## config.mk

```make
export PLATFORM = sky130hd
export DESIGN_NAME = channelizer_power_integrator
export DESIGN_NICKNAME = d
export VERILOG_FILES = /design/src/rtl/channelizer_power_integrator.sv
export SDC_FILE = /design/constraint.sdc
export NUM_CORES = 2
export LEC_CHECK = 0
export ABC_AREA = 1
export CAP_MARGIN = 20
export CORE_UTILIZATION = 35
export DETAILED_ROUTE_END_ITERATION = 10
export GPL_TIMING_DRIVEN = 0
export PLACE_DENSITY_LB_ADDON = 0.3
export RECOVER_POWER = 50
export REMOVE_ABC_BUFFERS = 1
export SLEW_MARGIN = 20
export SYNTH_ARGS = -nofsm -noshare
export SYNTH_HDL_FRONTEND = slang
export SYNTH_SLANG_ARGS = --single-unit
```

## constraint.sdc

```tcl
create_clock -name Clk -period 17.9 [get_ports Clk]
set_input_delay 3.58 -clock Clk [delete_from_list [all_inputs] [get_ports Clk]]
set_output_delay 3.58 -clock Clk [all_outputs]
set_load 0.02 [all_outputs]
```

## src/rtl/channelizer_power_integrator.sv

```systemverilog
// Per-channel power integrator for the channelizer FFT stream: |X|^2 accumulated over
// 2^INTEGRATION_LOG2 frames, with channel-order tracking and resync on index 0.
module channelizer_power_integrator #(
    parameter int NUM_CHANNELS        = 32,
    parameter int CHANNEL_INDEX_WIDTH = $clog2(NUM_CHANNELS),
    parameter int DATA_WIDTH          = 25,
    parameter int INTEGRATION_LOG2    = 4,
    parameter int OUTPUT_WIDTH        = 2*DATA_WIDTH+INTEGRATION_LOG2
) (
    input  logic                                Clk,
    input  logic                                Rst,
    input  logic                                Input_valid,
    input  logic [CHANNEL_INDEX_WIDTH-1:0]      Input_index,
    input  logic [1:0][DATA_WIDTH-1:0]          Input_data,
    output logic                                Output_valid,
    output logic [CHANNEL_INDEX_WIDTH-1:0]      Output_index,
    output logic [OUTPUT_WIDTH-1:0]             Output_power,
    output logic                                Error_sequence
);

    localparam int STAGES = 3;
    localparam int FCW    = (INTEGRATION_LOG2 > 0) ? INTEGRATION_LOG2 : 1;
    localparam int FRAMES = 1 << INTEGRATION_LOG2;
    localparam int SQW    = 2*DATA_WIDTH-1;
    localparam int PW     = 2*DATA_WIDTH;
    localparam logic [CHANNEL_INDEX_WIDTH-1:0] LAST_INDEX = CHANNEL_INDEX_WIDTH'(NUM_CHANNELS-1);
    localparam logic [FCW-1:0]                 LAST_FRAME = FCW'(FRAMES-1);

    if (NUM_CHANNELS < 8 || (NUM_CHANNELS & (NUM_CHANNELS-1)) != 0) begin : g_bad_channels
        $error("NUM_CHANNELS must be a power of two and at least 8");
    end
    if (CHANNEL_INDEX_WIDTH != $clog2(NUM_CHANNELS)) begin : g_bad_index_width
        $error("CHANNEL_INDEX_WIDTH must equal clog2(NUM_CHANNELS)");
    end
    if (OUTPUT_WIDTH != 2*DATA_WIDTH+INTEGRATION_LOG2) begin : g_bad_output_width
        $error("OUTPUT_WIDTH is derived and must not be overridden");
    end

    typedef enum logic {RESYNC, RUN} state_t;

    typedef struct packed {
        logic [CHANNEL_INDEX_WIDTH-1:0] index;
        logic                           first;
        logic                           last;
    } meta_t;

    state_t                         state;
    logic [CHANNEL_INDEX_WIDTH-1:0] expected_index;
    logic [FCW-1:0]                 frame_count;
    logic                           accept;
    logic                           seq_err;
    logic [STAGES:0]                vld_pipe;

    logic signed [DATA_WIDTH-1:0]   s1_i, s1_q;
    meta_t                          m1, m2, m3, m4;
    logic signed [PW-1:0]           prod_i, prod_q;
    logic [SQW-1:0]                 sq_i, sq_q;
    logic [PW-1:0]                  p3, p4;
    logic [OUTPUT_WIDTH-1:0]        rd4;
    logic [OUTPUT_WIDTH-1:0]        sum;
    logic [OUTPUT_WIDTH-1:0]        acc_ram [NUM_CHANNELS];
    logic                           unused_sign;

    always_comb begin
        accept  = 1'b0;
        seq_err = 1'b0;
        if (Input_valid) begin
            if (state == RESYNC)
                accept = (Input_index == '0);
            else if (Input_index == expected_index)
                accept = 1'b1;
            else
                seq_err = 1'b1;
        end
    end

    always_ff @(posedge Clk) begin
        if (!Rst) begin
            state          <= RESYNC;
            expected_index <= '0;
            frame_count    <= '0;
            Error_sequence <= 1'b0;
        end else begin
            Error_sequence <= seq_err;
            if (seq_err) begin
                state          <= RESYNC;
                expected_index <= '0;
                frame_count    <= '0;
            end else if (accept) begin
                state          <= RUN;
                expected_index <= Input_index + 1'b1;
                if (Input_index == LAST_INDEX)
                    frame_count <= (frame_count == LAST_FRAME) ? '0 : frame_count + 1'b1;
            end
        end
    end

    always_ff @(posedge Clk) begin
        if (!Rst) vld_pipe <= '0;
        else      vld_pipe <= {vld_pipe[STAGES-1:0], accept};
    end

    // Squares of signed DATA_WIDTH values never set the product's sign bit.
    always_comb begin
        prod_i = s1_i * s1_i;
        prod_q = s1_q * s1_q;
    end
    assign unused_sign = prod_i[PW-1] ^ prod_q[PW-1];

    always_ff @(posedge Clk) begin
        s1_i     <= $signed(Input_data[0]);
        s1_q     <= $signed(Input_data[1]);
        m1.index <= Input_index;
        m1.first <= (frame_count == '0);
        m1.last  <= (frame_count == LAST_FRAME);
        sq_i     <= prod_i[SQW-1:0];
        sq_q     <= prod_q[SQW-1:0];
        m2       <= m1;
        p3       <= PW'(sq_i) + PW'(sq_q);
        m3       <= m2;
        p4       <= p3;
        rd4      <= acc_ram[m3.index];
        m4       <= m3;
    end

    // Frame 0 of each period overwrites, so the RAM never needs clearing.
    always_comb sum = m4.first ? OUTPUT_WIDTH'(p4) : rd4 + OUTPUT_WIDTH'(p4);

    always_ff @(posedge Clk) begin
        if (Rst && vld_pipe[STAGES])
            acc_ram[m4.index] <= sum;
    end

    always_ff @(posedge Clk) begin
        if (!Rst) begin
            Output_valid <= 1'b0;
            Output_index <= '0;
            Output_power <= '0;
        end else begin
            Output_valid <= vld_pipe[STAGES] && m4.last;
            if (vld_pipe[STAGES] && m4.last) begin
                Output_index <= m4.index;
                Output_power <= sum;
            end
        end
    end

endmodule
```

==> impl_results.md <==
* Type of the most critical hold path: reg -> reg
* Layout Cell Area excl Fill at 0.144 mm2
* Vias in the first global route at 86200
* Net count of the finished layout at 13800
* Timing-limited maximum frequency at 0.0900 GHz
* Worst-margin pin slew at 3.33 ns
* Final-report max-slew violation count at 538
* Number of endpoints with negative hold slack in the final report at 0
* Proportion of synthesized chip area in sequential cells at 47.1%
* Fraction of layout instances using a drive strength above 1 at 5.88%
* CP required at 18.47 ns
* Total negative slack at 0 ns
* First-pass GRT wire length at 546 mm
* Number of antenna violations at the first check in global routing at 20
* Slew HR at -124%
* Total routing resource utilization after global routing at 19.7%
* Fin Clk Skew at 0.0742 ns
* Post-Synthesis Cell Area at 0.127 mm2
* Die Outline Area at 0.366 mm2
* CTS tree: done
* Critical path launch point: m3[2]$_DFF_P_
* Number of antenna-violating nets in the routed design at 0
* Die Y-Extent at 605 um
* Post-Syn Instances at 12200
* Number of warnings issued by yosys at 0
* Mean area per synthesized cell at 10.5 um2
* Placed Area at 0.137 mm2
* Number of post-CTS setup repair buffers at 0
* Number of placement rows at 221
* Number of synthesized flops with an enable pin at 1728
* Count of final setup violators at 0
* Die extent in x at 605 um
* Average routed wire per standard cell at 21.2 um
* Synth area leaders: sky130_fd_sc_hd__edfxtp_1 (41%), sky130_fd_sc_hd__fa_1 (19%), sky130_fd_sc_hd__dfxtp_1 (6.3%)
* Final RePlAce weighted congestion at 0.950
* Total CTS buffers at 219
* Critical Path AT at 11.68 ns
* Worst setup endpoint: rd4[48]$_DFF_P_
* Maximum number of pins on one net before global-route repair at 185
* Max Cap Violations at 13
* Worst Reg-to-Reg Cells at 14
* Share of synthesized registers carrying an async set or reset at 0%
* Number of library cell types mapped by synthesis at 59
* Overall routed net length at 362 mm
* Portion of the clock cycle consumed by the worst path in the final layout at 62.1%
* Clock tree root buffer cell: sky130_fd_sc_hd__clkbuf_16
* Biggest area consumer among synthesized cells: sky130_fd_sc_hd__edfxtp_1
* Hold buffers post-CTS at 0
* Total of cells resized after clock tree synthesis at 0
* Clock input transition at the sequential cells of the worst setup and hold paths at 0.06 ns
* Standard cell core area at 0.362 mm2
* Reg-to-reg startpoint: m3[2]$_DFF_P_
* Result of the run: complete, but fails checks
* Critical Path Source Type: flip-flop
* Critical path start-end classification: reg -> reg
* Input/output buffers at 118
* Sinks on the clock net at 2131
* Total gr overflow at 0
* R2R Path End: rd4[48]$_DFF_P_
* Ports at 119
* Setup repair after global routing missed its margin: no
* Post-synth top flop: sky130_fd_sc_hd__edfxtp_1
* Clock insertion delay at the later pin of the skew report at 0.90 ns
* Area grow syn2layout at 13.2%
* Final HPWL DP at 260 mm
* First-pass DRT Iterations at 7
* Total vias in the final route at 86200
* Minimum clock period after layout at 11.11 ns
* Fraction of post-synthesis cell area in the top cell type by area at 40.8%
* Setup slack of the worst register-to-register path at 6.79 ns
* H-tree depth at 4
* Critical Path End Type: flip-flop
* Initial core utilization at 35.1%
* Vias per cell at 5.04
* Residual DRC count at 0
* Flip-flop and latch count after synthesis at 2131
* Max FO, Critical Path at 184
* Non-Filler Instances at 17100
* Number of DRC markers in iteration 0 at 7347
* Buffer depth of the longest clock path at 4
* Placed Instances at 16700
* Failing checks: max-capacitance violations, max-slew violations
critical path, stage by stage (launching register included):
cell                       delay, ns
sky130_fd_sc_hd__dfxtp_1        1.18
sky130_fd_sc_hd__clkbuf_1       2.10
sky130_fd_sc_hd__clkbuf_1       2.25
sky130_fd_sc_hd__clkbuf_1       2.37
sky130_fd_sc_hd__buf_16         0.30
sky130_fd_sc_hd__inv_16         0.15
sky130_fd_sc_hd__buf_16         0.28
sky130_fd_sc_hd__buf_16         0.25
sky130_fd_sc_hd__buf_16         0.35
sky130_fd_sc_hd__o21ai_0        0.34
sky130_fd_sc_hd__o22ai_1        0.10
sky130_fd_sc_hd__nor2_1         0.11
sky130_fd_sc_hd__nor2_1         0.06
sky130_fd_sc_hd__o21ai_1        0.12
sky130_fd_sc_hd__a32oi_1        0.27
flip-flops by register name, indices dropped and copies added (netlist names), 5 cells and up:
name            flops
Output_index        5
Output_power       54
acc_ram          1728
expected_index      5
m1                  7
m2                  7
m3                  7
m4                  7
p3                 50
p4                 50
rd4                54
s1_i               25
s1_q               25
sq_i               48
sq_q               48
per-layer routing:
metal	GRT usage, %	vias up	part of all wire, %
li1	-	39800	-
met4	6.16	4	3.3
met2	33.8	2607	49
met1	26.2	43200	42
met5	0	-	0.0061
met3	2.02	552	5.6
placed cells by master (no fill, tap or decap), drive strengths merged, types with 37 or more instances in the layout:
cell type	netlist	final
a21oi	238	238
a31oi	83	83
a32oi	47	47
buf	142	183
clkbuf	413	303
clkdlybuf4s50	0	62
clkinv	10	85
dfxtp	403	403
dlygate4sd3	0	55
edfxtp	1728	1728
fa	1197	1197
ha	400	400
inv	2118	2129
nand2	1582	1582
nand3	347	347
nand4	37	37
nor2	1479	1479
nor3	41	41
o21ai	1096	1096
o21bai	37	37
o221ai	327	327
o22ai	108	108
xnor2	65	65
xor2	123	123
cell usage after synthesis (7+ instances only):
cell                       count
sky130_fd_sc_hd__nand4_1      37
sky130_fd_sc_hd__nand3b_1      7
sky130_fd_sc_hd__and3_1        8
sky130_fd_sc_hd__edfxtp_1   1728
sky130_fd_sc_hd__xor2_1      123
sky130_fd_sc_hd__nand2_2      20
sky130_fd_sc_hd__dfxtp_1     403
sky130_fd_sc_hd__o21ai_0    1054
sky130_fd_sc_hd__nor3_2       13
sky130_fd_sc_hd__or2_2        10
sky130_fd_sc_hd__nand3_1     336
sky130_fd_sc_hd__ha_1        400
sky130_fd_sc_hd__a21boi_0      7
sky130_fd_sc_hd__buf_4        21
sky130_fd_sc_hd__a21oi_1     233
sky130_fd_sc_hd__a31oi_1      83
sky130_fd_sc_hd__clkinv_1      9
sky130_fd_sc_hd__nand2_1    1561
sky130_fd_sc_hd__nor3_1       28
sky130_fd_sc_hd__o21ai_1      36
sky130_fd_sc_hd__nand3_2      11
sky130_fd_sc_hd__o21a_1       17
sky130_fd_sc_hd__xnor2_1      65
sky130_fd_sc_hd__buf_2       101
sky130_fd_sc_hd__inv_2        18
sky130_fd_sc_hd__a32oi_1      47
sky130_fd_sc_hd__nor2_1     1455
sky130_fd_sc_hd__or2_1        15
sky130_fd_sc_hd__buf_1        13
sky130_fd_sc_hd__clkbuf_1    413
sky130_fd_sc_hd__a21o_1       25
sky130_fd_sc_hd__o22ai_1     108
sky130_fd_sc_hd__inv_1      2099
sky130_fd_sc_hd__buf_6         7
sky130_fd_sc_hd__nor4_1       12
sky130_fd_sc_hd__fa_1       1197
sky130_fd_sc_hd__o211ai_1      9
sky130_fd_sc_hd__nor2_2       23
sky130_fd_sc_hd__o21bai_1     33
sky130_fd_sc_hd__o221ai_1    327
worst min path at each step:
stage                   from             to  slack (ns)  cells after the start
2_1_floorplan  m1[0]$_DFF_P_  m2[0]$_DFF_P_        0.31                      0
3_3_place_gp   m2[4]$_DFF_P_  m3[4]$_DFF_P_        0.31                      0
3_5_place_dp   m2[4]$_DFF_P_  m3[4]$_DFF_P_        0.31                      0
4_1_cts        m2[6]$_DFF_P_  m3[6]$_DFF_P_        0.28                      0
5_1_grt        m2[6]$_DFF_P_  m3[6]$_DFF_P_        0.30                      0
6_report       m2[6]$_DFF_P_  m3[6]$_DFF_P_        0.27                      0
logic make-up after synthesis:
logic type,after synthesis,share of synthesized area (%)
DFF,2131,47.1
adders and majority gates,1597,22.8
AOI/OAI and AO/OA,2005,9.44
buffers and inverters,2683,8.12
xor gates and xnor gates,188,1.29
and+or+nand+nor,3550,11.3
stage by stage:
stage	util, %	setup WS [ns]	hold WS (ns)
2_1_floorplan	-	-8.29	0.310
3_3_place_gp	36.5	-44.81	0.311
3_5_place_dp	37.9	9.99	0.312
4_1_cts	39.9	9.91	0.283
5_1_grt	39.8	6.21	0.297
6_report	39.8	6.79	0.269
area by class of cell:
| cell class | instances | area, um2 |
|---|---|---|
| Multi-Input combinational cell | 7340 | 57200 |
| Sequential cell | 2131 | 60000 |
| Timing Repair Buffer | 314 | 5500 |
| Fill cell | 35300 | 218000 |
| Tap cell | 4794 | 6000 |
| Antenna cell | 4 | 10.0 |
| Clock inverter | 118 | 1300 |
| Inverter | 2128 | 8050 |
| Clock buffer | 289 | 6070 |
Power is not shown: default switching activity piles up to over one toggle a cycle in this logic, so the estimate is an artifact.
